===== src/rtl/cacheline_arbiter.sv =====
// cacheline_arbiter: round-robin icache/dcache line arbiter driving BEAT_W x N_BEATS memory bursts
module cacheline_arbiter #(
  parameter int BEAT_W  = 64,
  parameter int N_BEATS = 4
) (
  input  logic                        clk,
  input  logic                        rst,
  input  logic [31:0]                 i_address,
  input  logic                        i_read,
  output logic [BEAT_W*N_BEATS-1:0]   i_rdata,
  output logic                        i_resp,
  input  logic [31:0]                 d_address,
  input  logic                        d_read,
  input  logic                        d_write,
  input  logic [BEAT_W*N_BEATS-1:0]   d_wdata,
  output logic [BEAT_W*N_BEATS-1:0]   d_rdata,
  output logic                        d_resp,
  output logic [31:0]                 mem_address,
  output logic                        mem_read,
  output logic                        mem_write,
  output logic [BEAT_W-1:0]           mem_wdata,
  input  logic [BEAT_W-1:0]           mem_rdata,
  input  logic                        mem_resp
);
  localparam int LINE_W = BEAT_W * N_BEATS;
  localparam int KW = $clog2(N_BEATS);
  typedef enum logic [1:0] {IDLE, READ, WRITE, RESPOND} state_t;
  state_t state_q, state_d;
  logic [KW-1:0] k_q, k_d;
  logic last_q, last_d, cli_q, cli_d;
  logic [31:0] addr_q, addr_d;
  logic [LINE_W-1:0] line_q, line_d, i_rdata_q, i_rdata_d, d_rdata_q, d_rdata_d;
  logic ireq, dreq, gnt_d, busy, last_beat;
  always_comb begin
    ireq = i_read;
    dreq = d_read | d_write;
    gnt_d = dreq & (~ireq | ~last_q);
    busy = state_q == READ || state_q == WRITE;
    last_beat = busy && mem_resp && k_q == KW'(N_BEATS - 1);
    state_d = state_q;
    k_d = k_q;
    last_d = last_q;
    cli_d = cli_q;
    addr_d = addr_q;
    line_d = line_q;
    i_rdata_d = i_rdata_q;
    d_rdata_d = d_rdata_q;
    case (state_q)
      IDLE: if (ireq | dreq) begin
        cli_d = gnt_d;
        last_d = gnt_d;
        addr_d = (gnt_d ? d_address : i_address) & ~32'(LINE_W / 8 - 1);
        line_d = (gnt_d & d_write) ? d_wdata : line_q;
        state_d = (gnt_d & d_write) ? WRITE : READ;
      end
      READ, WRITE: if (mem_resp) begin
        if (state_q == READ) line_d[BEAT_W*k_q +: BEAT_W] = mem_rdata;
        k_d = last_beat ? '0 : k_q + 1'b1;
        state_d = last_beat ? RESPOND : state_q;
      end
      default: state_d = IDLE;
    endcase
    i_rdata_d = (last_beat && !cli_q) ? line_d : i_rdata_q;
    d_rdata_d = (last_beat && cli_q) ? line_d : d_rdata_q;
  end
  always_ff @(posedge clk) begin
    if (rst) begin
      state_q <= IDLE;
      k_q <= '0;
      last_q <= 1'b0;
      cli_q <= 1'b0;
      addr_q <= '0;
      line_q <= '0;
      i_rdata_q <= '0;
      d_rdata_q <= '0;
    end else begin
      state_q <= state_d;
      k_q <= k_d;
      last_q <= last_d;
      cli_q <= cli_d;
      addr_q <= addr_d;
      line_q <= line_d;
      i_rdata_q <= i_rdata_d;
      d_rdata_q <= d_rdata_d;
    end
  end
  assign mem_read = state_q == READ;
  assign mem_write = state_q == WRITE;
  assign mem_address = addr_q;
  assign mem_wdata = mem_write ? line_q[BEAT_W*k_q +: BEAT_W] : '0;
  assign i_resp = state_q == RESPOND && !cli_q;
  assign d_resp = state_q == RESPOND && cli_q;
  assign i_rdata = i_rdata_q;
  assign d_rdata = d_rdata_q;
endmodule


===== config.mk =====
export PLATFORM = sky130hd
export DESIGN_NAME = cacheline_arbiter
export DESIGN_NICKNAME = d
export VERILOG_FILES = /design/src/rtl/cacheline_arbiter.sv
export SDC_FILE = /design/constraint.sdc
export NUM_CORES = 1
export LEC_CHECK = 0
export CELL_PAD_IN_SITES_DETAIL_PLACEMENT = 1
export CELL_PAD_IN_SITES_GLOBAL_PLACEMENT = 1
export CORE_AREA = 2 2 393 395
export DETAILED_ROUTE_END_ITERATION = 10
export DIE_AREA = 0 0 395 397
export DONT_BUFFER_PORTS = 1
export PLACE_DENSITY = 0.5
export SYNTH_ARGS = -nofsm -noshare
export SYNTH_HDL_FRONTEND = slang
export SYNTH_SLANG_ARGS = --single-unit

===== constraint.sdc =====
create_clock -name clk -period 5.3 [get_ports clk]
set_input_delay 0.795 -clock clk [delete_from_list [all_inputs] [get_ports clk]]
set_output_delay 0.795 -clock clk [all_outputs]
set_load 0.01 [all_outputs]

==> results.py, run 1 <==
metrics = {
    "run_status": {
        "status": "completed",
    },
    "finish": {
        "syn_to_final_growth_pct": 12.8,
        "final_cell_area_mm2": 0.0412,
        "final_nets": 3948,
        "drive_above_1_share": 0.117,
        "final_cell_mix": "dfxtp_1 (798), a221o_1 (509), and3_1 (333)",
        "final_common_cell": "dfxtp_1",
    },
    "floorplanning": {
        "initial_core_util": 0.239,
        "num_rows": 144,
        "core_area_mm2": 0.153,
        "die_y_um": 397,
        "die_w_um": 395,
        "io_pins": 1002,
        "die_area_mm2": 0.157,
    },
    "yosys": {
        "ys_top_cells_by_area": "dfxtp_1 (44%), a221o_1 (14%), and3_1 (5.7%)",
        "ys_warn_count": 0,
        "syn-cell-area_mm2": 0.0366,
        "synth_top_area_share": 0.438,
        "synth_seq_cells": 800,
        "syn_avg_cell_area_um2": 9.64,
        "synth.distinct_cells": 50,
        "synth_seq_area_share": 0.438,
        "synth-async-reset-ratio": 0,
        "syn-instance-count": 3791,
        "synth_edf_count": 0,
        "synth_largest_area_cell": "dfxtp_1",
        "synth_flop_cell": "dfxtp_1",
    },
    "timing": {
        "finalSetupViolations": 0,
        "final.period_utilization": 0.734,
        "rsz0062_at_grt": "false",
        "skew_ns": 0.0336,
        "tightest_slew_ns": 1.15,
        "max_freq_mhz": 257,
        "fin_ws_ns": 1.41,
        "hold_viol_final": 0,
        "relSlewSlack": 0.232,
        "drv_slew": 0,
        "tns_ns": 0,
        "period_minus_slack_ns": 3.89,
    },
    "detailed_routing": {
        "viasPerCell": 5.75,
        "drtIter0Drc": 2749,
        "drc_errors": 0,
        "drtPass1Iterations": 5,
        "ant_nets": 0,
        "drt-total-wl_um": 211000,
        "via_count": 32800,
        "wl_per_cell_um": 37.1,
    },
    "min_path": {
        "hold_path_class": "in -> reg",
    },
    "clock_tree": {
        "root_buffer": "clkbuf_16",
        "cts_setup_buffers": 0,
        "cts_inserted_buffers": 97,
        "clk_latency_ns": 0.74,
        "cts_tree": "yes",
        "holdBufCountCts": 0,
        "cts.sinks": 800,
        "ctsResizeCount": 0,
        "clock_path_buffers": 3,
        "htreeDepth": 3,
        "cts.clk_slew.worst_paths_ns": 0.06,
    },
    "worst_setup_path": {
        "start_kind": "register",
        "cp_data_arrival_time_ns": 3.10,
        "critPathCaptureType": "output pin",
        "cp_slowest_cell": "buf_4",
        "cpPeakStageDelay_ns": 0.73,
        "setup.worst_path.class": "reg -> out",
        "cp_max_fo": 30,
        "path_cells": "buf_4, mux4_2, and2_1",
        "worstPathRequired_ns": 4.51,
    },
    "power_and_ir_drop": {
        "p_leak_nw": 16.7,
        "vdd_drop_max_v": 0.000573,
        "powerDensity_mw_per_mm2": 483,
    },
    "placement": {
        "routabilityCongestion": 0.856,
        "place_area_mm2": 0.0380,
        "pre_cts_slack_ns": 1.54,
        "dp_hpwl_um": 139000,
        "io_buffers": 0,
    },
    "grt": {
        "track_usage": 0.258,
        "grt_pass1_vias": 32600,
        "grt.overflow.total": 0,
        "antenna_found_initial": 65,
        "grt_max_degree": 243,
        "grt_pass1_wl_um": 288000,
    },
    "run": {
        "cap_viol_max_count": 0,
    },
}
-- cells in the mapped netlist, types with 61 or more instances --
cell      number
and2_1       265
dfxtp_1      800
and3_1       333
nand2_1      154
nor2_1       214
clkbuf_1     219
inv_1         69
buf_2        125
or2_2        104
and3b_1       61
nor3_1       129
a21oi_1      151
a221o_1      513
a22o_1       109
mux4_2        64
o21ai_0      137
-- worst paths after layout --
path / from / endpoint / slack, ns / cells after the start
setup / recovery: k_q[0]$_SDFFE_PP0P_ / mem_wdata[51] / 1.41 / 3
hold / removal: rst / mem_address[16]$_SDFFE_PP0P_ / 0.17 / 1
setup reg to reg: state_q[0]$_SDFFE_PP0P_ / i_rdata[17]$_SDFFE_PP0P_ / 1.60 / 6
hold reg to reg: line_q[190]$_SDFF_PP0_ / line_q[190]$_SDFF_PP0_ / 0.48 / 2
-- critical path, delay by kind of cell (launching register included) --
| family | cells | cell delay [ns] |
|---|---|---|
| buffers and inverters | 1 | 0.73 |
| multiplexers | 1 | 0.67 |
| flip-flops | 1 | 0.63 |
| AND/OR/NAND/NOR | 1 | 0.24 |
-- layout make-up --
type / count / area, µm²
clock buffer: 149 / 2900
antenna: 28 / 70.1
multi-input combinational: 2510 / 18400
fill: 17300 / 112000
clock inverter: 30 / 262
sequential: 800 / 16000
timing repair buffer: 69 / 731
tap: 2044 / 2560
inverter: 70 / 268
-- kinds of logic after synthesis --
kind of cell	share of synthesized area
AOI/OAI and AO/OA	0.244
adders and majority gates	0.00342
buffers and inverters	0.0642
DFF	0.438
muxes	0.0474
other	0.000103
and+or+nand+nor	0.203
-- routing by layer --
metal,track usage,vias to the layer above,share of wire
met3,0.0889,326,0.099
met2,0.433,1525,0.48
met5,0,-,0.00080
met4,0.0859,28,0.031
li1,-,13900,-
met1,0.306,17000,0.39
-- flip-flops by register name, indices dropped and copies added (netlist names) --
name         flops
cli_q            1
state_q          2
mem_address     27
d_rdata        256
i_rdata        256
k_q              2
line_q         256
-- where the power goes --
| group | switching (mW) | total (mW) | internal [mW] |
|---|---|---|---|
| Combinational | 4.35 | 6.00 | 1.65 |
| Sequential | 0.693 | 7.18 | 6.49 |
| Clock | 2.96 | 6.74 | 3.78 |
| Total | 8.00 | 19.9 | 11.9 |
-- metrics by stage --
step | cells | hold slack (ns) | utilization | total power [mW]
floorplan | 3795 | 0.450 | - | 10.8
global placement | 5493 | 0.467 | 0.249 | 13.3
detailed placement | 5493 | 0.478 | 0.249 | 13.3
CTS | 5672 | 0.0784 | 0.269 | 20.1
global route | 5686 | 0.122 | 0.269 | 20.7
finish | 5700 | 0.166 | 0.270 | 19.9
Note: power is estimated with default switching activity, not from simulation.
==> inputs of run 2 (changes only) <==
- CORE_AREA: 2 2 393 395 -> 2 2 395 397
- DIE_AREA: 0 0 395 397 -> 0 0 397 399
- PLACE_DENSITY: 0.5 -> 0.51
- clock period: 5.3 -> 3.49 ns (I/O delays scaled with it)
==> run 2 against run 1 <==
Net effect: setup slack worse by 1.1 ns; hold slack worse by 0.082 ns; design area is 2.9% higher; combinational power is 64% higher; flip-flop and latch count stayed put; final cell count is 1.1% higher; critical path depth is 1 higher; total power is 59% higher; critical endpoint is now mem_wdata[50]; largest power group is now the clock network.
==> results.py, run 2 (synthesized netlist as in run 1, its figures left out) <==
metrics = {
    "run_status": {
        "status": "completed",
    },
    "detailed_routing": {
        "drc_errors": 0,
        "ant_nets": 0,
        "drtIter0Drc": 2748,
        "viasPerCell": 5.74,
        "wl_per_cell_um": 37.0,
        "drtPass1Iterations": 5,
        "via_count": 33100,
        "drt-total-wl_um": 213000,
    },
    "clock_tree": {
        "clk_latency_ns": 0.71,
        "cts.clk_slew.worst_paths_ns": 0.06,
        "root_buffer": "clkbuf_16",
        "htreeDepth": 3,
        "cts_tree": "yes",
        "clock_path_buffers": 3,
        "cts_inserted_buffers": 99,
        "cts.sinks": 800,
        "cts_setup_buffers": 0,
    },
    "finish": {
        "drive_above_1_share": 0.124,
        "final_common_cell": "dfxtp_1",
        "final_nets": 4012,
        "fill_cells": 17400,
        "final_cell_area_mm2": 0.0425,
        "fin_cells": 5761,
        "syn_to_final_growth_pct": 16.1,
        "final_cell_mix": "dfxtp_1 (798), a221o_1 (509), and3_1 (333)",
    },
    "worst_setup_path": {
        "r2r_slack_ns": 0.28,
        "cp_data_arrival_time_ns": 2.70,
        "worstPathRequired_ns": 2.97,
        "cp_max_fo": 20,
        "cpPeakStageDelay_ns": 0.62,
        "cp_slowest_cell": "mux4_2",
        "setup.worst_path.class": "reg -> out",
        "critical-path-top-delay-family": "buffers and inverters",
        "r2r-start": "state_q[1]$_SDFFE_PP0P_",
        "start_kind": "register",
        "path_buf_inv": 2,
        "r2r-end": "mem_address[14]$_SDFFE_PP0P_",
        "path_cells": "buf_4, buf_6, mux4_2, and2_1",
        "critPathCaptureType": "output pin",
        "r2r.worst_path.cells": 8,
    },
    "placement": {
        "place_area_mm2": 0.0386,
        "dp.cells": 5517,
        "dp_hpwl_um": 143000,
        "io_buffers": 0,
        "routabilityCongestion": 0.897,
    },
    "timing": {
        "drv_slew": 0,
        "hold_slack_ns": 0.0836,
        "finalSetupViolations": 0,
        "skew_ns": 0.0411,
        "rsz0062_at_grt": "false",
        "tns_ns": 0,
        "period_minus_slack_ns": 3.22,
        "relSlewSlack": 0.176,
        "tightest_slew_ns": 1.24,
        "final.period_utilization": 0.924,
        "hold_viol_final": 0,
        "max_freq_mhz": 310,
    },
    "floorplanning": {
        "io_pins": 1002,
        "num_rows": 144,
        "die_w_um": 397,
        "initial_core_util": 0.238,
        "core_area_mm2": 0.154,
        "die_y_um": 399,
        "die_area_mm2": 0.158,
    },
    "grt": {
        "grt.overflow.total": 0,
        "grt_pass1_wl_um": 289000,
        "grt_max_degree": 185,
        "antenna_found_initial": 48,
        "grt_pass1_vias": 33000,
        "track_usage": 0.257,
    },
    "power_and_ir_drop": {
        "vdd_drop_max_v": 0.000610,
        "p_total_mw": 31.6,
        "powerDensity_mw_per_mm2": 745,
        "p_leak_nw": 17.3,
    },
    "min_path": {
        "hold_path_class": "in -> reg",
        "hold_depth": 2,
        "holdPathEnd": "mem_address[23]$_SDFFE_PP0P_",
        "hp-start": "i_address[23]",
    },
    "run": {
        "cap_viol_max_count": 0,
    },
}
## run 2: changes by cell type in the layout (fill, tap and decap cells not counted), moves of 2 or more
cell,delta
clkbuf_16,+3
clkbuf_8,+6
clkinv_2,-7
bufinv_16,+6
buf_12,+31
dlygate4sd3_1,+36
diode_2,+3
clkinv_4,-3
buf_4,-7
clkinvlp_4,+2
clkbuf_1,-11
## run 2: through the flow
stage,utilization,setup slack (ns)
finish,0.276,0.265
global route,0.276,0.128
CTS,0.276,0.139
detailed placement,0.251,0.391
global placement,0.251,0.420
floorplan,-,0.443
## run 2: power by group
group,switching (mW),internal [mW],total [mW]
sequential,0.992,9.85,10.8
combinational,6.94,2.90,9.84
clock,4.53,6.41,10.9
total,12.5,19.2,31.6
## run 2: layout make-up
| class | count | area [µm²] | share of cell area |
|---|---|---|---|
| Multi-Input combinational cell | 2510 | 18400 | 0.434 |
| Sequential cell | 800 | 16000 | 0.377 |
| Clock buffer | 147 | 3010 | 0.0709 |
| Tap cell | 2044 | 2560 | 0.0602 |
| Timing Repair Buffer | 131 | 1700 | 0.0400 |
| Clock inverter | 28 | 383 | 0.00902 |
| Inverter | 70 | 268 | 0.00631 |
| Antenna cell | 31 | 77.6 | 0.00183 |
## run 2: worst reg2reg max path, cell delays in order (launching register included)
cell           delay, ns
dfxtp_1             0.39
inv_1               0.18
ha_4                0.45
buf_12              0.39
nor2b_4             0.59
buf_4               0.27
nor2_1              0.06
a211oi_1            0.25
dlygate4sd3_1       0.59
## run 2: repair_timing
action,CTS,global route
gates resized for setup,1,0
endpoints found under the hold margin,206,0
endpoints found under the setup margin,1,0
hold buffers,38,0
## run 2: per-layer routing
metal | up-vias | wire (µm) | track usage
li1 | 14000 | - | -
met1 | 17100 | 83700 | 0.307
met2 | 1586 | 102000 | 0.431
met3 | 340 | 20500 | 0.0856
met4 | 28 | 6960 | 0.0837
met5 | - | 182 | 0
## run 2: worst max-delay path by stage
stage	depth (start not counted)	from	to
finish	4	k_q[0]$_SDFFE_PP0P_	mem_wdata[50]
global route	8	state_q[1]$_SDFFE_PP0P_	mem_address[14]$_SDFFE_PP0P_
CTS	4	k_q[0]$_SDFFE_PP0P_	mem_wdata[50]
detailed placement	7	state_q[1]$_SDFFE_PP0P_	d_rdata[215]$_SDFFE_PP0P_
global placement	7	state_q[1]$_SDFFE_PP0P_	i_rdata[213]$_SDFFE_PP0P_
floorplan	13	k_q[0]$_SDFFE_PP0P_	d_rdata[254]$_SDFFE_PP0P_
